$ cat src/rtl/mmu_reg_access_ctrl_pkg.sv
// mmu_reg_access_ctrl_pkg: shared types and constants for the MMU special-register sequencer
package mmu_reg_access_ctrl_pkg;
    localparam int NTHREADIDMSB = 1;
    typedef struct packed {
        logic clk;
    } iu_clk_type;
    typedef enum logic [2:0] {
        SEL_CTRL = 3'd0,
        SEL_CTP  = 3'd1,
        SEL_CTX  = 3'd2,
        SEL_FSR  = 3'd3,
        SEL_FAR  = 3'd4
    } mmu_reg_sel_e;
    typedef logic [23:0] mmu_control_register_ram_type;
    typedef logic [31:0] mmu_context_table_pointer_register_ram_type;
    typedef logic [7:0]  mmu_context_register_ram_type;
    typedef struct packed {
        logic [7:0] ebe;
        logic [1:0] l;
        logic [2:0] at;
        logic [2:0] ft;
        logic       fav;
        logic       ow;
    } mmu_fault_status_register_ram_type;
    typedef logic [31:0] mmu_fault_address_register_ram_type;
    localparam logic [1:0] ST_IDLE    = 2'd0;
    localparam logic [1:0] ST_RD_WAIT = 2'd1;
    localparam logic [1:0] ST_RESP    = 2'd2;
    localparam logic [1:0] ST_F_RD    = 2'd3;
endpackage

$ cat src/rtl/mmu_reg_access_ctrl.sv
// mmu_reg_access_ctrl: sequences IU MMU-register accesses and fault logging onto the per-thread register files
module mmu_reg_access_ctrl
    import mmu_reg_access_ctrl_pkg::*;
#(
    parameter logic [7:0] IMPL_VER   = 8'h00,
    parameter bit         CHK_PARITY = 1'b1
) (
    input  iu_clk_type                                  gclk,
    input  logic                                        rst,
    input  logic                                        req_valid,
    output logic                                        req_ready,
    input  logic                                        req_we,
    input  logic [NTHREADIDMSB:0]                       req_tid,
    input  logic [2:0]                                  req_sel,
    input  logic [31:0]                                 req_wdata,
    output logic                                        rsp_valid,
    output logic [31:0]                                 rsp_rdata,
    output logic                                        rsp_err,
    input  logic                                        flt_valid,
    output logic                                        flt_ready,
    input  logic [NTHREADIDMSB:0]                       flt_tid,
    input  mmu_fault_status_register_ram_type           flt_fsr,
    input  mmu_fault_address_register_ram_type          flt_far,
    output logic                                        ctrl_we,
    output logic [NTHREADIDMSB:0]                       ctrl_wtid,
    output mmu_control_register_ram_type                ctrl_din,
    output logic [NTHREADIDMSB:0]                       ctrl_rtid,
    input  mmu_control_register_ram_type                ctrl_dout,
    input  logic                                        ctrl_luterr,
    output logic                                        ctx_we,
    output logic [NTHREADIDMSB:0]                       ctx_wtid,
    output mmu_context_register_ram_type                ctx_din,
    output logic [NTHREADIDMSB:0]                       ctx_rtid,
    input  mmu_context_register_ram_type                ctx_dout,
    input  logic                                        ctx_luterr,
    output logic                                        ctp_we,
    output logic [NTHREADIDMSB:0]                       ctp_wtid,
    output mmu_context_table_pointer_register_ram_type  ctp_din,
    output logic [NTHREADIDMSB:0]                       ctp_rtid,
    input  mmu_context_table_pointer_register_ram_type  ctp_dout,
    input  logic                                        ctp_luterr,
    output logic                                        fsr_we,
    output logic [NTHREADIDMSB:0]                       fsr_wtid,
    output mmu_fault_status_register_ram_type           fsr_din,
    output logic [NTHREADIDMSB:0]                       fsr_rtid,
    input  mmu_fault_status_register_ram_type           fsr_dout,
    input  logic                                        fsr_luterr,
    output logic                                        far_we,
    output logic [NTHREADIDMSB:0]                       far_wtid,
    output mmu_fault_address_register_ram_type          far_din,
    output logic [NTHREADIDMSB:0]                       far_rtid,
    input  mmu_fault_address_register_ram_type          far_dout,
    input  logic                                        far_luterr
);
    logic                              w_clk;
    logic [1:0]                        r_state;
    logic [2:0]                        r_sel;
    logic [NTHREADIDMSB:0]             r_tid;
    mmu_fault_status_register_ram_type r_flt_fsr;
    mmu_fault_address_register_ram_type r_flt_far;
    mmu_fault_status_register_ram_type w_new_fsr;
    logic                              w_idle;
    logic                              w_take_flt;
    logic                              w_sel_ok;
    logic                              w_st;
    logic                              w_ld;
    logic                              w_clr;
    logic                              w_frd;
    logic [4:0]                        w_st_hit;
    logic [4:0]                        w_ld_hit;
    logic [31:0]                       w_rdata;
    logic                              w_luterr;

    assign w_clk      = gclk.clk;
    assign w_idle     = (r_state == ST_IDLE) & ~rst;
    assign flt_ready  = w_idle;
    assign req_ready  = w_idle & ~flt_valid;
    assign w_take_flt = w_idle & flt_valid;
    assign w_sel_ok   = req_sel <= SEL_FAR;
    assign w_st       = req_ready & req_valid & req_we & w_sel_ok;
    assign w_ld       = req_ready & req_valid & ~req_we & w_sel_ok;
    assign w_clr      = (r_state == ST_RD_WAIT) & (r_sel == SEL_FSR);
    assign w_frd      = r_state == ST_F_RD;
    assign rsp_valid  = r_state == ST_RESP;

    for (genvar i = 0; i < 5; i++) begin : g_hit
        assign w_st_hit[i] = w_st & (req_sel == 3'(i));
        assign w_ld_hit[i] = w_ld & (req_sel == 3'(i));
    end

    assign ctrl_we   = w_st_hit[SEL_CTRL];
    assign ctrl_wtid = ctrl_we ? req_tid : '0;
    assign ctrl_din  = ctrl_we ? req_wdata[23:0] : '0;
    assign ctrl_rtid = w_ld_hit[SEL_CTRL] ? req_tid : '0;
    assign ctp_we    = w_st_hit[SEL_CTP];
    assign ctp_wtid  = ctp_we ? req_tid : '0;
    assign ctp_din   = ctp_we ? req_wdata : '0;
    assign ctp_rtid  = w_ld_hit[SEL_CTP] ? req_tid : '0;
    assign ctx_we    = w_st_hit[SEL_CTX];
    assign ctx_wtid  = ctx_we ? req_tid : '0;
    assign ctx_din   = ctx_we ? req_wdata[7:0] : '0;
    assign ctx_rtid  = w_ld_hit[SEL_CTX] ? req_tid : '0;
    assign fsr_we    = w_st_hit[SEL_FSR] | w_clr | w_frd;
    assign fsr_wtid  = w_st_hit[SEL_FSR] ? req_tid : (w_clr | w_frd) ? r_tid : '0;
    assign fsr_din   = w_st_hit[SEL_FSR] ? mmu_fault_status_register_ram_type'(req_wdata[17:0]) :
                       w_frd ? w_new_fsr : '0;
    assign fsr_rtid  = w_take_flt ? flt_tid : w_ld_hit[SEL_FSR] ? req_tid : '0;
    assign far_we    = w_st_hit[SEL_FAR] | w_frd;
    assign far_wtid  = w_frd ? r_tid : w_st_hit[SEL_FAR] ? req_tid : '0;
    assign far_din   = w_frd ? r_flt_far : w_st_hit[SEL_FAR] ? req_wdata : '0;
    assign far_rtid  = w_ld_hit[SEL_FAR] ? req_tid : '0;

    assign w_rdata  = r_sel == SEL_CTRL ? {IMPL_VER, ctrl_dout} :
                      r_sel == SEL_CTP  ? ctp_dout :
                      r_sel == SEL_CTX  ? {24'b0, ctx_dout} :
                      r_sel == SEL_FSR  ? {14'b0, fsr_dout} : far_dout;
    assign w_luterr = r_sel == SEL_CTRL ? ctrl_luterr :
                      r_sel == SEL_CTP  ? ctp_luterr :
                      r_sel == SEL_CTX  ? ctx_luterr :
                      r_sel == SEL_FSR  ? fsr_luterr : far_luterr;

    // New fault record: an unread previous fault or an unreadable old FSR marks overwrite
    always_comb begin
        w_new_fsr    = r_flt_fsr;
        w_new_fsr.ow = (fsr_dout.ft != 3'b0) | fsr_dout.ow | fsr_luterr;
    end

    // Sequencer state, latched request/fault context and the held response
    always_ff @(posedge w_clk or posedge rst) begin
        if (rst) begin
            r_state   <= ST_IDLE;
            r_sel     <= '0;
            r_tid     <= '0;
            r_flt_fsr <= '0;
            r_flt_far <= '0;
            rsp_rdata <= '0;
            rsp_err   <= 1'b0;
        end else begin
            case (r_state)
                ST_IDLE: begin
                    if (flt_valid) begin
                        r_state   <= ST_F_RD;
                        r_tid     <= flt_tid;
                        r_flt_fsr <= flt_fsr;
                        r_flt_far <= flt_far;
                    end else if (req_valid) begin
                        r_sel <= req_sel;
                        r_tid <= req_tid;
                        if (!req_we && w_sel_ok) begin
                            r_state <= ST_RD_WAIT;
                        end else begin
                            r_state   <= ST_RESP;
                            rsp_rdata <= '0;
                            rsp_err   <= ~w_sel_ok;
                        end
                    end
                end
                ST_RD_WAIT: begin
                    r_state   <= ST_RESP;
                    rsp_rdata <= w_rdata;
                    rsp_err   <= CHK_PARITY & w_luterr;
                end
                default: r_state <= ST_IDLE;
            endcase
        end
    end
endmodule

$ cat config.mk
export PLATFORM = sky130hd
export DESIGN_NAME = mmu_reg_access_ctrl
export DESIGN_NICKNAME = d
export VERILOG_FILES = /design/src/rtl/mmu_reg_access_ctrl_pkg.sv /design/src/rtl/mmu_reg_access_ctrl.sv
export SDC_FILE = /design/constraint.sdc
export NUM_CORES = 1
export LEC_CHECK = 0
export CORE_AREA = 2 2 150 152
export DETAILED_ROUTE_END_ITERATION = 10
export DIE_AREA = 0 0 152 154
export GPL_ROUTABILITY_DRIVEN = 0
export PLACE_DENSITY = 0.63
export SLEW_MARGIN = 20
export SYNTH_ARGS = -nofsm -noshare
export SYNTH_HDL_FRONTEND = slang
export SYNTH_SLANG_ARGS = --single-unit
$ cat constraint.sdc
create_clock -name gclk -period 5.35 [get_ports gclk]
set_input_delay 1.07 -clock gclk [delete_from_list [all_inputs] [get_ports gclk]]
set_output_delay 1.07 -clock gclk [all_outputs]
set_load 0.005 [all_outputs]
======== After elaboration in Yosys (flattened, before gate mapping) ========
Index checks and enable logic that the tools add are counted.
storage, ports and cells
  flip-flop bits (word level) ............. 89
  output and inout port bits .............. 175
  bits of input ports ..................... 213
cells by class
  multiplexer cells ....................... 42
  equality and inequality tests ........... 14
  magnitude comparators ................... 1
  bitwise gates (word level) .............. 29
  reduce and logical (&&, ||, !) cells .... 12
operators by type and width
  kind                                                                    count
  32-bit two-way mux                                                      10
  32-bit one-hot mux with 2 select lines                                  1
  18-bit two-way mux                                                      2
  2-bit two-way mux                                                       18
  24-bit two-way mux                                                      1
  1-bit bitwise AND                                                       19
  3-bit by 2-bit equality test with 1-bit output (second input constant)  4
  8-bit two-way mux                                                       1
  1-bit two-way mux                                                       7
  3-bit by 1-bit equality test with 1-bit output (second input constant)  2
  3-bit zero test                                                         2
  2-bit != test (second input constant)                                   3
  1-bit OR                                                                6
  2-bit equality test (second input constant)                             2
  1-bit NOT                                                               4
  2-bit one-hot mux with 2 select lines                                   1
  2-bit AND reduction                                                     2
  4-bit AND reduction                                                     1
  2-bit nonzero test                                                      2
  3-bit equality test (second input constant)                             1
  3-bit less-or-equal comparator (second input constant)                  1
  3-bit != test (second input constant)                                   1
  3-bit AND reduction                                                     1
  3-bit nonzero test                                                      1
  5 further kinds                                                         5

======== Longest topological paths before layout ========
  word-level depth ........................ 9
  gate-level depth with buffers ........... 7
  depth with buffers taken out ............ 4

======== Least setup slack after synthesis ========
Ideal clock, no wire load.
  path kind ............................... input port to output port
  from .................................... input port rst
  to ...................................... output port fsr_rtid[0]
  required time ........................... 4.280 ns
  buffers on the path ..................... 0
  cell stages on the path ................. 4
  path slack .............................. 0.893 ns
  arrival ................................. 3.387 ns
  cells stage by stage .................... inv_1 > and2_1 > nand2_1 > o21ai_0
on the way
  longest elaborated chain between the ends .. 9
  elaborated cells on any way between the ends .. 10
  those cells by class .................... mux: 2; bitwise: 8
RTL lines
  item                            RTL line                    RTL
  from (decl)                     mmu_reg_access_ctrl.sv:9    input logic rst,
  1-bit NOT *                     mmu_reg_access_ctrl.sv:75   assign w_idle = (r_state == ST_IDLE) & ~rst;
  1-bit bitwise AND *             mmu_reg_access_ctrl.sv:75
  1-bit bitwise AND               mmu_reg_access_ctrl.sv:77   assign req_ready = w_idle & ~flt_valid;
  1-bit bitwise AND (3 in a row)  mmu_reg_access_ctrl.sv:81   assign w_ld = req_ready & req_valid & ~req_we & w_sel_ok;
  1-bit bitwise AND               mmu_reg_access_ctrl.sv:88   assign w_ld_hit[i] = w_ld & (req_sel == 3'(i));
  2-bit two-way mux               mmu_reg_access_ctrl.sv:107  assign fsr_rtid = w_take_flt ? flt_tid : w_ld_hit[SEL_FSR] ? req_tid : '0;
  2-bit two-way mux *             mmu_reg_access_ctrl.sv:107
  to (decl)                       mmu_reg_access_ctrl.sv:45   output logic [NTHREADIDMSB:0] fsr_rtid,
Mark *: on every way between the ends. The rest lies on a longest branch, timed or not.

======== Final worst setup path ========
  from .................................... input port flt_valid
  to ...................................... output port ctp_din[14]
on the way
  longest elaborated chain between the ends .. 7
RTL lines
  item                            RTL line                   RTL
  from (decl)                     mmu_reg_access_ctrl.sv:19  input logic flt_valid,
  1-bit NOT (no source line)      n/a
  1-bit bitwise AND               mmu_reg_access_ctrl.sv:77
  1-bit bitwise AND (3 in a row)  mmu_reg_access_ctrl.sv:80  assign w_st = req_ready & req_valid & req_we & w_sel_ok;
  1-bit bitwise AND               mmu_reg_access_ctrl.sv:87  assign w_st_hit[i] = w_st & (req_sel == 3'(i));
  32-bit two-way mux              mmu_reg_access_ctrl.sv:97  assign ctp_din = ctp_we ? req_wdata : '0;
  to (decl)                       mmu_reg_access_ctrl.sv:38  output mmu_context_table_pointer_register_ram_type ctp_din,
Every way passes these cells.

==> results.toml <==
[status]
outcome = "complete, no violations"

[clock_network]
clock-sinks = 89
cts_resized = 0
cts_tree = "done"
hold_buffers = 0
cts_buffer_depth = 2
htree_levels = 3
cts_root_buf = "clkbuf_16"
clk_pin_slew_ns = 0.07
insertion_delay_ns = 0.34
numCtsBuffers = 9
cts_setup_buffers = 0

[finish]
layout_commonest_cell = "clkdlybuf4s50_1"
final_area_um2 = 9827
nFillCells = 2117
syn2layout_area_growth_pct = 80.72
final_cell_mix = "386 x clkdlybuf4s50_1, 88 x dfrtp_1, 72 x and2_1"
n_antenna_cell = 0
fin_nets = 1077
layout-drive-gt1-share_pct = 11.28

[power]
p_leak_nw = 3.785
peakVddDrop_v = 0.0001649
power.total_w = 0.003397
powerDensity_nw_per_um2 = 345.7

[critical_path]
path_common_cell = "clkdlybuf4s50_1"
reg2reg_slack_ns = 3.09
critical-path-slowest-cell = "clkdlybuf4s50_1"
cp.depth = 6
reg2reg_from = "r_state[0]"
max_stage_delay_ns = 0.63
cp_max_fo = 35
critPathRequiredTime_ns = 4.28
crit_arrival_ns = 3.51
endpoint_kind = "output pin"
reg2reg_depth = 4
worstSetupStartpointType = "primary input"
path_class = "in -> out"
crit_path_start = "flt_valid"
cp-endpoint = "ctp_din[14]"
rr_endpoint = "rsp_err"
path_cells = "clkdlybuf4s50_1, nor2b_4, nand3_4, nor2_4, and2_1, clkdlybuf4s50_1"
cp_top_family = "simple AND/OR/NAND/NOR gates"
cp.buffers_inverters = 2

[sta]
finalCritPeriodShare_pct = 85.64
hold_viol = 0
period_minus_slack_ns = 4.582
max_slew_margin_pct = 25.59
final.setup.tns_ns = 0
rsz0062_at_grt = "false"
fin_ws_ns = 0.7682
setup_viol = 0
drv_slew = 0
tightest_slew_ns = 1.116
fin_hold_ws_ns = 0.4876
max_freq_ghz = 0.2183
clock_skew_ns = 0.01290

[logic_synthesis]
seq_area_frac_synth_pct = 40.96
yosysTopAreaCellShare_pct = 40.96
ys_seq_elements = 89
synthCells = 504
avgSynthCellArea_um2 = 10.79
synth_top_area_cell = "dfrtp_1"
yosys-top-cells-area = "dfrtp_1 41%, mux2_2 10%, a22o_1 9.0%"
ys_warn_count = 0
syn_nets = 717
syn_area_um2 = 5438
ys_types = 44

[floorplan]
die_w_um = 152
io-pin-count = 388
core_um2 = 21690
dieArea_um2 = 23410
die_y_um = 154
start_util_pct = 25.07
rows = 54

[route]
vias = 5476
drc = 0
wirelength_um = 23090
ant_nets = 0
vias_per_cell = 4.766
first_iter_violations = 221
wl_per_cell_um = 20.10
drtPass1Iterations = 4

[place]
dpl_cell_area_um2 = 9507
dp_worst_setup_slack_ns = 0.7759
numPortBuffers = 386
hpwlAfterDp_um = 17460

[global_routing]
antenna_found_initial = 0
grt_pass1_wl_um = 33890
grt_pass1_vias = 5530
grt_overflow = 0
track_usage_pct = 18.83
grt_max_degree = 65

[run]
cap_violations = 0

[hold_path]
hold_path_class = "reg -> reg"
flip-flops by register name, summed over array words and instances (netlist names):
register   count
r_flt_far     32
r_flt_fsr     17
r_sel          3
r_state        2
r_tid          2
rsp_err        1
rsp_rdata     32
Yosys cell counts, drive strengths merged:
library cell	number
mux2	57
nor3b	10
a211oi	5
clkbuf	9
or3b	2
and2	73
or2	2
dfrtp	89
a21oi	11
nand2	16
nor2b	5
o31ai	1
a221o	8
mux2i	11
nand3b	1
buf	36
a22o	56
o2bb2ai	24
nor4	1
inv	4
mux4	8
and3	8
a2bb2oi	10
o21ai	16
nand3	4
nand2b	2
nor3	3
nor4b	1
o21a	1
or3	2
a22oi	5
nor2	21
a31oi	2
worst min-delay path by stage:
stage | from | endpoint | cells past startpoint
floorplan | r_flt_far[10] | r_flt_far[10] | 1
global placement | r_flt_far[15] | r_flt_far[15] | 1
detailed placement | rsp_rdata[20] | rsp_rdata[20] | 1
CTS | r_flt_far[12] | r_flt_far[12] | 1
global route | rsp_rdata[18] | rsp_rdata[18] | 1
finish | rsp_rdata[20] | rsp_rdata[20] | 1
layout make-up:
class                           instances  area (um2)  share of cell area (%)
Clock inverter                          5       67.56                  0.6875
Tap cell                              280       350.3                   3.565
Multi-Input combinational cell        366        2987                   30.39
Inverter                                4       17.52                  0.1783
Clock buffer                           11       252.7                   2.572
Timing Repair Buffer                  394        3924                   39.93
Sequential cell                        89        2228                   22.68
stage by stage:
stage | instances | util, %
2_1_floorplan | 504 | -
3_3_place_gp | 1133 | 43.83
3_5_place_dp | 1133 | 43.83
4_1_cts | 1149 | 45.31
5_1_grt | 1149 | 45.31
6_report | 1149 | 45.31
cell families after synthesis:
family | after synthesis | share of synthesized area (%)
and+or+nand+nor | 151 | 16.98
AOI/OAI and AO/OA | 139 | 20.46
DFF | 89 | 40.96
muxes | 76 | 17.14
buffers and inverters | 49 | 4.464
power breakdown:
group / switching (W) / total (W) / internal (W)
logic: 0.000630 / 0.00154 / 0.000907
registers: 0.000185 / 0.00117 / 0.000980
clock network: 0.000299 / 0.000695 / 0.000396
total: 0.00111 / 0.00340 / 0.00228
per-layer routing:
metal | GRT usage [%] | vias up | share of wire [%]
li1 | - | 2595 | -
met3 | 3.918 | 24 | 5.7
met4 | 6.231 | 0 | 2.1
met1 | 23.31 | 2626 | 42
met2 | 32.73 | 231 | 50
met5 | 0 | - | 0
No activity file was read; power rests on OpenSTA's default activity.
